## src/rtl/key_conditioner.sv

```systemverilog
// Four-key button conditioner: synchronise, debounce and edge-detect active-low buttons into one-cycle press pulses.
// Optional auto-repeat while a key stays held is enabled by defining KEY_REPEAT_EN.
module key_conditioner #(
    parameter int DEBOUNCE_CYC  = 500_000,
    parameter int REPEAT_DELAY  = 12_500_000,
    parameter int REPEAT_PERIOD = 2_500_000
) (
    input  logic       vga_clk,
    input  logic       sys_rst_n,
    input  logic [3:0] key_n,
    output logic       key_up,
    output logic       key_down,
    output logic       key_left,
    output logic       key_right,
    output logic       key_press,
    output logic [3:0] key_held
);

    localparam int NKEY  = 4;
    localparam int CNT_W = $clog2(DEBOUNCE_CYC);
    localparam logic [CNT_W-1:0] CNT_ZERO = {CNT_W{1'b0}};
    localparam logic [CNT_W-1:0] CNT_ONE  = CNT_W'(1'b1);
    localparam logic [CNT_W-1:0] CNT_LAST = CNT_W'(DEBOUNCE_CYC - 1);

    generate
        if (DEBOUNCE_CYC < 2 || REPEAT_DELAY < 2 || REPEAT_PERIOD < 2 ||
            REPEAT_PERIOD > REPEAT_DELAY) begin : g_param_err
            $error("key_conditioner: illegal parameter set");
        end
    endgenerate

    logic [NKEY-1:0]  r_sync1;
    logic [NKEY-1:0]  r_sync2;
    logic [NKEY-1:0]  r_stable;
    logic [NKEY-1:0]  r_held;
    logic [NKEY-1:0]  r_pulse;
    logic             r_press;
    logic [CNT_W-1:0] r_cnt [NKEY];

    logic [NKEY-1:0]  w_stable_nxt;
    logic [CNT_W-1:0] w_cnt_nxt [NKEY];
    logic [NKEY-1:0]  w_rise;
    logic [NKEY-1:0]  w_pulse_nxt;

    // Two-flop synchroniser; inverts so downstream logic sees active-high pressed.
    always_ff @(posedge vga_clk or negedge sys_rst_n) begin
        if (!sys_rst_n) begin
            r_sync1 <= 4'h0;
            r_sync2 <= 4'h0;
        end else begin
            r_sync1 <= ~key_n;
            r_sync2 <= r_sync1;
        end
    end

    // Debounce next-state: any cycle of agreement restarts the qualifying count.
    always_comb begin
        w_stable_nxt = r_stable;
        for (int k = 0; k < NKEY; k++) begin
            w_cnt_nxt[k] = CNT_ZERO;
            if (r_sync2[k] == r_stable[k]) begin
                w_cnt_nxt[k] = CNT_ZERO;
            end else if (r_cnt[k] == CNT_LAST) begin
                w_stable_nxt[k] = r_sync2[k];
                w_cnt_nxt[k]    = CNT_ZERO;
            end else begin
                w_cnt_nxt[k] = r_cnt[k] + CNT_ONE;
            end
        end
    end

    // Debounce state registers.
    always_ff @(posedge vga_clk or negedge sys_rst_n) begin
        if (!sys_rst_n) begin
            r_stable <= 4'h0;
            for (int k = 0; k < NKEY; k++) begin
                r_cnt[k] <= CNT_ZERO;
            end
        end else begin
            r_stable <= w_stable_nxt;
            for (int k = 0; k < NKEY; k++) begin
                r_cnt[k] <= w_cnt_nxt[k];
            end
        end
    end

    // r_held lags r_stable by one cycle, so it doubles as the edge-detect history.
    assign w_rise = r_stable & ~r_held;

`ifdef KEY_REPEAT_EN
    localparam int RPT_W = $clog2(REPEAT_DELAY);
    localparam logic [RPT_W-1:0] RPT_ZERO   = {RPT_W{1'b0}};
    localparam logic [RPT_W-1:0] RPT_ONE    = RPT_W'(1'b1);
    localparam logic [RPT_W-1:0] RPT_LAST   = RPT_W'(REPEAT_DELAY - 1);
    localparam logic [RPT_W-1:0] RPT_RELOAD = RPT_W'(REPEAT_DELAY - REPEAT_PERIOD);

    logic [RPT_W-1:0] r_rpt [NKEY];
    logic [RPT_W-1:0] w_rpt_nxt [NKEY];
    logic [NKEY-1:0]  w_rpt_fire;

    // Repeat timer: reloading to DELAY-PERIOD makes later pulses PERIOD apart.
    always_comb begin
        w_rpt_fire = 4'h0;
        for (int k = 0; k < NKEY; k++) begin
            w_rpt_nxt[k] = RPT_ZERO;
            if (!r_stable[k] || w_rise[k]) begin
                w_rpt_nxt[k] = RPT_ZERO;
            end else if (r_rpt[k] == RPT_LAST) begin
                w_rpt_fire[k] = w_stable_nxt[k];
                w_rpt_nxt[k]  = RPT_RELOAD;
            end else begin
                w_rpt_nxt[k] = r_rpt[k] + RPT_ONE;
            end
        end
    end

    // Repeat timer registers.
    always_ff @(posedge vga_clk or negedge sys_rst_n) begin
        if (!sys_rst_n) begin
            for (int k = 0; k < NKEY; k++) begin
                r_rpt[k] <= RPT_ZERO;
            end
        end else begin
            for (int k = 0; k < NKEY; k++) begin
                r_rpt[k] <= w_rpt_nxt[k];
            end
        end
    end

    assign w_pulse_nxt = w_rise | w_rpt_fire;
`else
    assign w_pulse_nxt = w_rise;
`endif

    // Output registers; key_press is registered alongside the pulses it summarises.
    always_ff @(posedge vga_clk or negedge sys_rst_n) begin
        if (!sys_rst_n) begin
            r_held  <= 4'h0;
            r_pulse <= 4'h0;
            r_press <= 1'b0;
        end else begin
            r_held  <= r_stable;
            r_pulse <= w_pulse_nxt;
            r_press <= |w_pulse_nxt;
        end
    end

    assign key_up    = r_pulse[0];
    assign key_down  = r_pulse[1];
    assign key_left  = r_pulse[2];
    assign key_right = r_pulse[3];
    assign key_press = r_press;
    assign key_held  = r_held;

endmodule
```

## config.mk

```make
export PLATFORM = sky130hd
export DESIGN_NAME = key_conditioner
export DESIGN_NICKNAME = d
export VERILOG_FILES = /design/src/rtl/key_conditioner.sv
export SDC_FILE = /design/constraint.sdc
export NUM_CORES = 1
export LEC_CHECK = 0
export ABC_AREA = 1
export CAP_MARGIN = 20
export CORE_MARGIN = 3
export CORE_UTILIZATION = 55
export DETAILED_ROUTE_END_ITERATION = 12
export PLACE_DENSITY = 0.75
export SLEW_MARGIN = 20
export SYNTH_ARGS = -nofsm -noshare
export SYNTH_HDL_FRONTEND = slang
export SYNTH_SLANG_ARGS = --single-unit
```

## constraint.sdc

```tcl
create_clock -name vga_clk -period 1.3 [get_ports vga_clk]
set_input_delay 0.26 -clock vga_clk [delete_from_list [all_inputs] [get_ports vga_clk]]
set_output_delay 0.26 -clock vga_clk [all_outputs]
set_load 0.02 [all_outputs]
```

---- Word level (Yosys, flattened, before mapping) ----
Cells that the tools add are included.
storage, ports and cells
  flip-flop bits (word level) ............. 97
  input bits .............................. 6
  output and inout bits ................... 9
  logic and storage cells ................. 45
cells by class
  $add $sub $neg .......................... 4
  equal/unequal tests ..................... 8
  mux-type cells .......................... 8
  bitwise logic cells ..................... 7
  reductions and logical operators ........ 5
operator list
  kind                     count
  $mux W19                 8
  $add A19 B1 Y19 const B  4
  $eq A19 B19 Y1 const B   4
  $not A4 Y4               2
  $reduce_and A2 Y1        4
  $and A4 B4 Y4            1
  $eq A1 B1 Y1             4
  $not A1 Y1               4
  $reduce_or A4 Y1         1

---- Logic depth before layout (Yosys ltp) ----
  depth in word-level cells ............... 3
  depth in mapped cells ................... 9
  gate-level depth less buffers ........... 9

---- Worst setup path before layout ----
No wires, ideal clock.
  kind .................................... reg-to-reg
  start ................................... reg r_cnt[57] (netlist name)
  end ..................................... reg r_cnt[62] (netlist name)
  library setup time ...................... 0.125 ns
  data arrival time ....................... 1.155 ns
  data required time ...................... 1.175 ns
  setup slack ............................. 0.020 ns
  stages on the path, launching flop included .. 9
  path buffers ............................ 0
  period minus slack after synthesis ...... 1.280 ns
  cells stage by stage .................... dfrtp_1 -> ha_1 -> nand2_1 -> nor2_2 -> nand2_1 -> nor2_1 -> nand2_2 -> nand2_2 -> nor3_1
RTL lines
  what                               line  text
  from (decl)                        38    logic [CNT_W-1:0] r_cnt [NKEY];
  from (signal, indexed assignment)  82    r_cnt[k] <= w_cnt_nxt[k];

==> summary.md <==
| Metric | Value |
|---|---|
| Worst-case hold slack | `approximately 0.28 ns` |
| Die Footprint | `~11,000 µm²` |
| Finish-stage setup viols | `34` |
| Total power divided by cell area | `834.6 nW/µm²` |
| Leading cell types in the layout, fill and taps excluded | `sky130_fd_sc_hd__nor2_1, sky130_fd_sc_hd__nand2_1, sky130_fd_sc_hd__dfrtp_1, sky130_fd_sc_hd__inv_1, sky130_fd_sc_hd__nand3_1` |
| Number of max-cap violations | `0` |
| CP Cell Sequence | `inv_1 -> nor2_1 -> nand2_1 -> nor2_1 -> nand3_2 -> buf_6 -> nand3_1 -> nor2_1` |
| Number of flops mapped to enable cells by yosys | `0` |
| Met1 demand-to-capacity share in global routing | `approximately 30%` |
| Ys flop type | `sky130_fd_sc_hd__dfrtp_1` |
| Syn Nets | `between 600 and 700` |
| Kind of capture point of the worst setup path | `register` |
| Vertical die dimension | `just over 100 µm` |
| Category of the critical setup timing path | `register to register` |
| DRC Markers | `0` |
| Worst-case reg-to-reg path depth | `8` |
| Wire length of the first global-routing pass | `between 15 and 20 mm` |
| Static Leak | `around 2.9 nW` |
| Final Max Tran Viols | `0` |
| Master of the slowest instance on the critical path | `sky130_fd_sc_hd__dfrtp_1` |
| Number of global-route vias before repair | `around 4,200` |
| Post-route worst setup slack | `-0.08488 ns` |
| Switching Share | `24.43%` |
| Number of register bits inferred by synthesis | `97` |
| Placed insts | `roughly 820` |
| Sequential share of the synthesized area | `a little under half` |
| Min Tclk post-route | `around 1.4 ns` |
| Most common library cell in the layout ignoring fill and taps | `sky130_fd_sc_hd__nor2_1` |
| Clock group share of total power | `between 30 and 40%` |
| Post-DP HPWL | `between 7 and 8 mm` |
| Data arrival time of the critical path | `1.64 ns` |
| Biggest area consumer among synthesized cells | `sky130_fd_sc_hd__dfrtp_1` |
| Global routing's busiest layer | `met2` |
| Most frequent CP cell | `sky130_fd_sc_hd__nor2_1` |
| Top post-synthesis cells by area | `sky130_fd_sc_hd__dfrtp_1, sky130_fd_sc_hd__nor2_1, sky130_fd_sc_hd__nand2_1` |
| Critical-path maximum fanout | `4` |
| Antenna diode count | `0` |
| Initial antenna violation count | `0` |
| Transition time at the pin with the least slew margin | `0.3086 ns` |
| Post-Route WL | `11.95 mm` |
| Final standard cell utilization of the core | `between 70% and 80%` |
| Width of the chip | `102.8 µm` |
| Number of vias in the routed layout | `between 4,000 and 5,000` |
| Internal cell power | `roughly 4.1 mW` |
| Fraction of registers with async set/reset | `100.0%` |
| Kind of path behind the tightest hold check | `primary input to async pin` |
| Clock transition at path regs | `roughly 0.10 ns` |
| Kind of start point of the critical path | `register` |
| Drt wl/cell | `14.23 µm` |
| M3 GR Usage | `3.451%` |
| H-tree depth | `3` |
| Met2 layer usage reported by global route | `roughly 36%` |
| Required time worst endpoint | `~1.6 ns` |
| Area growth from synthesis to layout | `25.75%` |
| Aggregate global-route resource usage | `a little over a fifth` |
| Pin count of the biggest net entering global routing | `just under 50` |
| Setup repair after global routing missed its margin | `true` |
| Final Hold Fails | `0` |
| Yosys Warn Count | `0` |
| Number of cell rows | `34` |
| Critical path origin | `r_cnt[46]` |
| Initial core utilization | `57.72%` |
| Total number of clock tree sinks | `just under 100` |
| # port buffers | `14` |
| Violations in the final reports | `negative setup slack` |
| Combinational share of power | `~5.6%` |
| Number of buffers created by CTS | `9` |
| Placer Congestion | `just under 0.9` |
| Net total in the final layout | `~740` |
| Clock insertion delay at the later pin of the skew report | `0.36 ns` |
| Worst relative slew slack | `around 80%` |
| Via/cell ratio | `about 5.4` |
| Core Footprint | `8934 µm²` |
| Share of cells above drive strength 1 | `between 20% and 30%` |
| Library cells used by synthesis | `31` |
| Pre-antenna DRT Iters | `6` |
| Count of boundary I/O pins | `15` |
| Worst path max stage delay | `0.45 ns` |
| P_sw | `approximately 1.3 mW` |
| Result of the run | `complete, but fails checks` |
| Top cell type's share of synthesized area | `approximately 47%` |
| PnR Total Power | `5.411 mW` |
| Timing-limited maximum frequency | `between 700 and 800 MHz` |
| Clock skew after layout | `slightly above 0.01 ns` |
| Average instance area after synthesis | `7.719 µm²` |
| Cell count after synthesis | `approximately 670` |
| Bufs on Longest Clock Path | `2` |
| Buffers plus inverters on the worst setup path | `2` |
| Startpoint of the worst-slack reg-to-reg timing path | `r_cnt[46]` |
| Fraction of the cycle the final worst path needs | `106.5%` |
| Worst R2R Setup Slack | `-0.08 ns` |
| Netlist area before placement | `between 5000 and 6000 µm²` |
| Filler-free cell count of the finished design | `between 800 and 900` |
| Number of fill cells in the layout | `between 600 and 700` |
| TritonCTS clock tree | `built` |
| Post-detailed-route count of antenna-violating nets | `0` |
| Max VDD drop | `0.6598 mV` |
| Worst path top cell family by delay | `simple AND/OR/NAND/NOR gates` |
| DR iter-0 viols | `182` |
| CTS root buffer | `sky130_fd_sc_hd__clkbuf_8` |
| GRT Residual Overflow | `0` |
| Part of the total power dissipated in sequential elements | `57.4%` |
| Reg-to-reg endpoint | `r_cnt[56]` |
## layer usage
layer / part of all wire [%] / routed length [µm]
met5: 0 / 0
met1: 44 / 5222
met3: 3.8 / 459
met2: 50 / 6013
met4: 2.1 / 256
## flip-flops by register name, indices dropped and copies added (netlist names)
register	flops
r_sync1	4
key_press	1
r_cnt	76
r_pulse	4
r_stable	4
r_sync2	4
key_held	4
## area by class of cell
class                   instances  area (µm²)  share of cell area, %
inverters                      80       302.8                  4.670
repair buffers                 54       455.4                  7.024
multi-input cells             485        2937                  45.29
clock inverters                 7       77.57                  1.196
flip-flops and latches         97        2452                  37.82
well taps                     108       135.1                  2.084
clock buffers                   9       123.9                  1.910
## cell usage after synthesis (5+ instances only)
library cell,number
sky130_fd_sc_hd__nor2_2,10
sky130_fd_sc_hd__nand4_1,11
sky130_fd_sc_hd__a21oi_1,15
sky130_fd_sc_hd__nor3b_1,5
sky130_fd_sc_hd__dfrtp_1,97
sky130_fd_sc_hd__xor2_1,23
sky130_fd_sc_hd__o21ai_1,5
sky130_fd_sc_hd__inv_2,7
sky130_fd_sc_hd__nor2_4,10
sky130_fd_sc_hd__nand2_1,118
sky130_fd_sc_hd__xnor2_1,10
sky130_fd_sc_hd__nand2_2,13
sky130_fd_sc_hd__nor2_1,177
sky130_fd_sc_hd__inv_1,73
sky130_fd_sc_hd__nand3_1,56
sky130_fd_sc_hd__o21ai_0,8
## logic make-up (layout without fill, tap and decap cells)
| group | count (synthesis) | in the layout | share of synthesized area [%] |
|---|---|---|---|
| flops | 97 | 97 | 47.08 |
| simple gates | 414 | 414 | 35.84 |
| compound gates | 31 | 31 | 3.106 |
| buf+inv | 86 | 150 | 6.455 |
| fa+ha+maj | 4 | 4 | 0.9707 |
| xor+xnor | 36 | 36 | 6.552 |
## power groups by stage
stage	clock network (mW)	registers [mW]	logic [mW]
detailed placement	0	3.14	0.247
CTS	2.04	3.09	0.270
floorplan	0	3.14	0.0938
finish	2.00	3.11	0.302
global route	2.15	3.11	0.340
global placement	0	3.14	0.240
## how the worst max path moves through the flow
stage	depth (start not counted)	slack, ns	to
global route	8	-0.18	r_cnt[56]
finish	8	-0.08	r_cnt[56]
floorplan	8	0.02	r_cnt[62]
global placement	8	-0.02	r_cnt[24]
detailed placement	8	-0.09	r_cnt[16]
CTS	8	-0.04	r_cnt[22]
## through the flow
stage	worst slack [ns]	TNS (ns)	area [µm²]
after global placement	-0.01981	-0.1469	5662
after floorplan	0.01963	0	5156
after CTS	-0.04326	-0.5434	6058
final	-0.08488	-1.202	6484
after detailed placement	-0.08914	-1.194	5662
after global routing	-0.1787	-5.410	6484
## what timing repair did
action	CTS	global route
buffers inserted	2	5
setup endpoints to repair	55	73
hold buffers	1	0
pin swaps	23	38
hold endpoints to repair	39	0
resized for setup	74	120
Power figures use the tool's default switching activity.
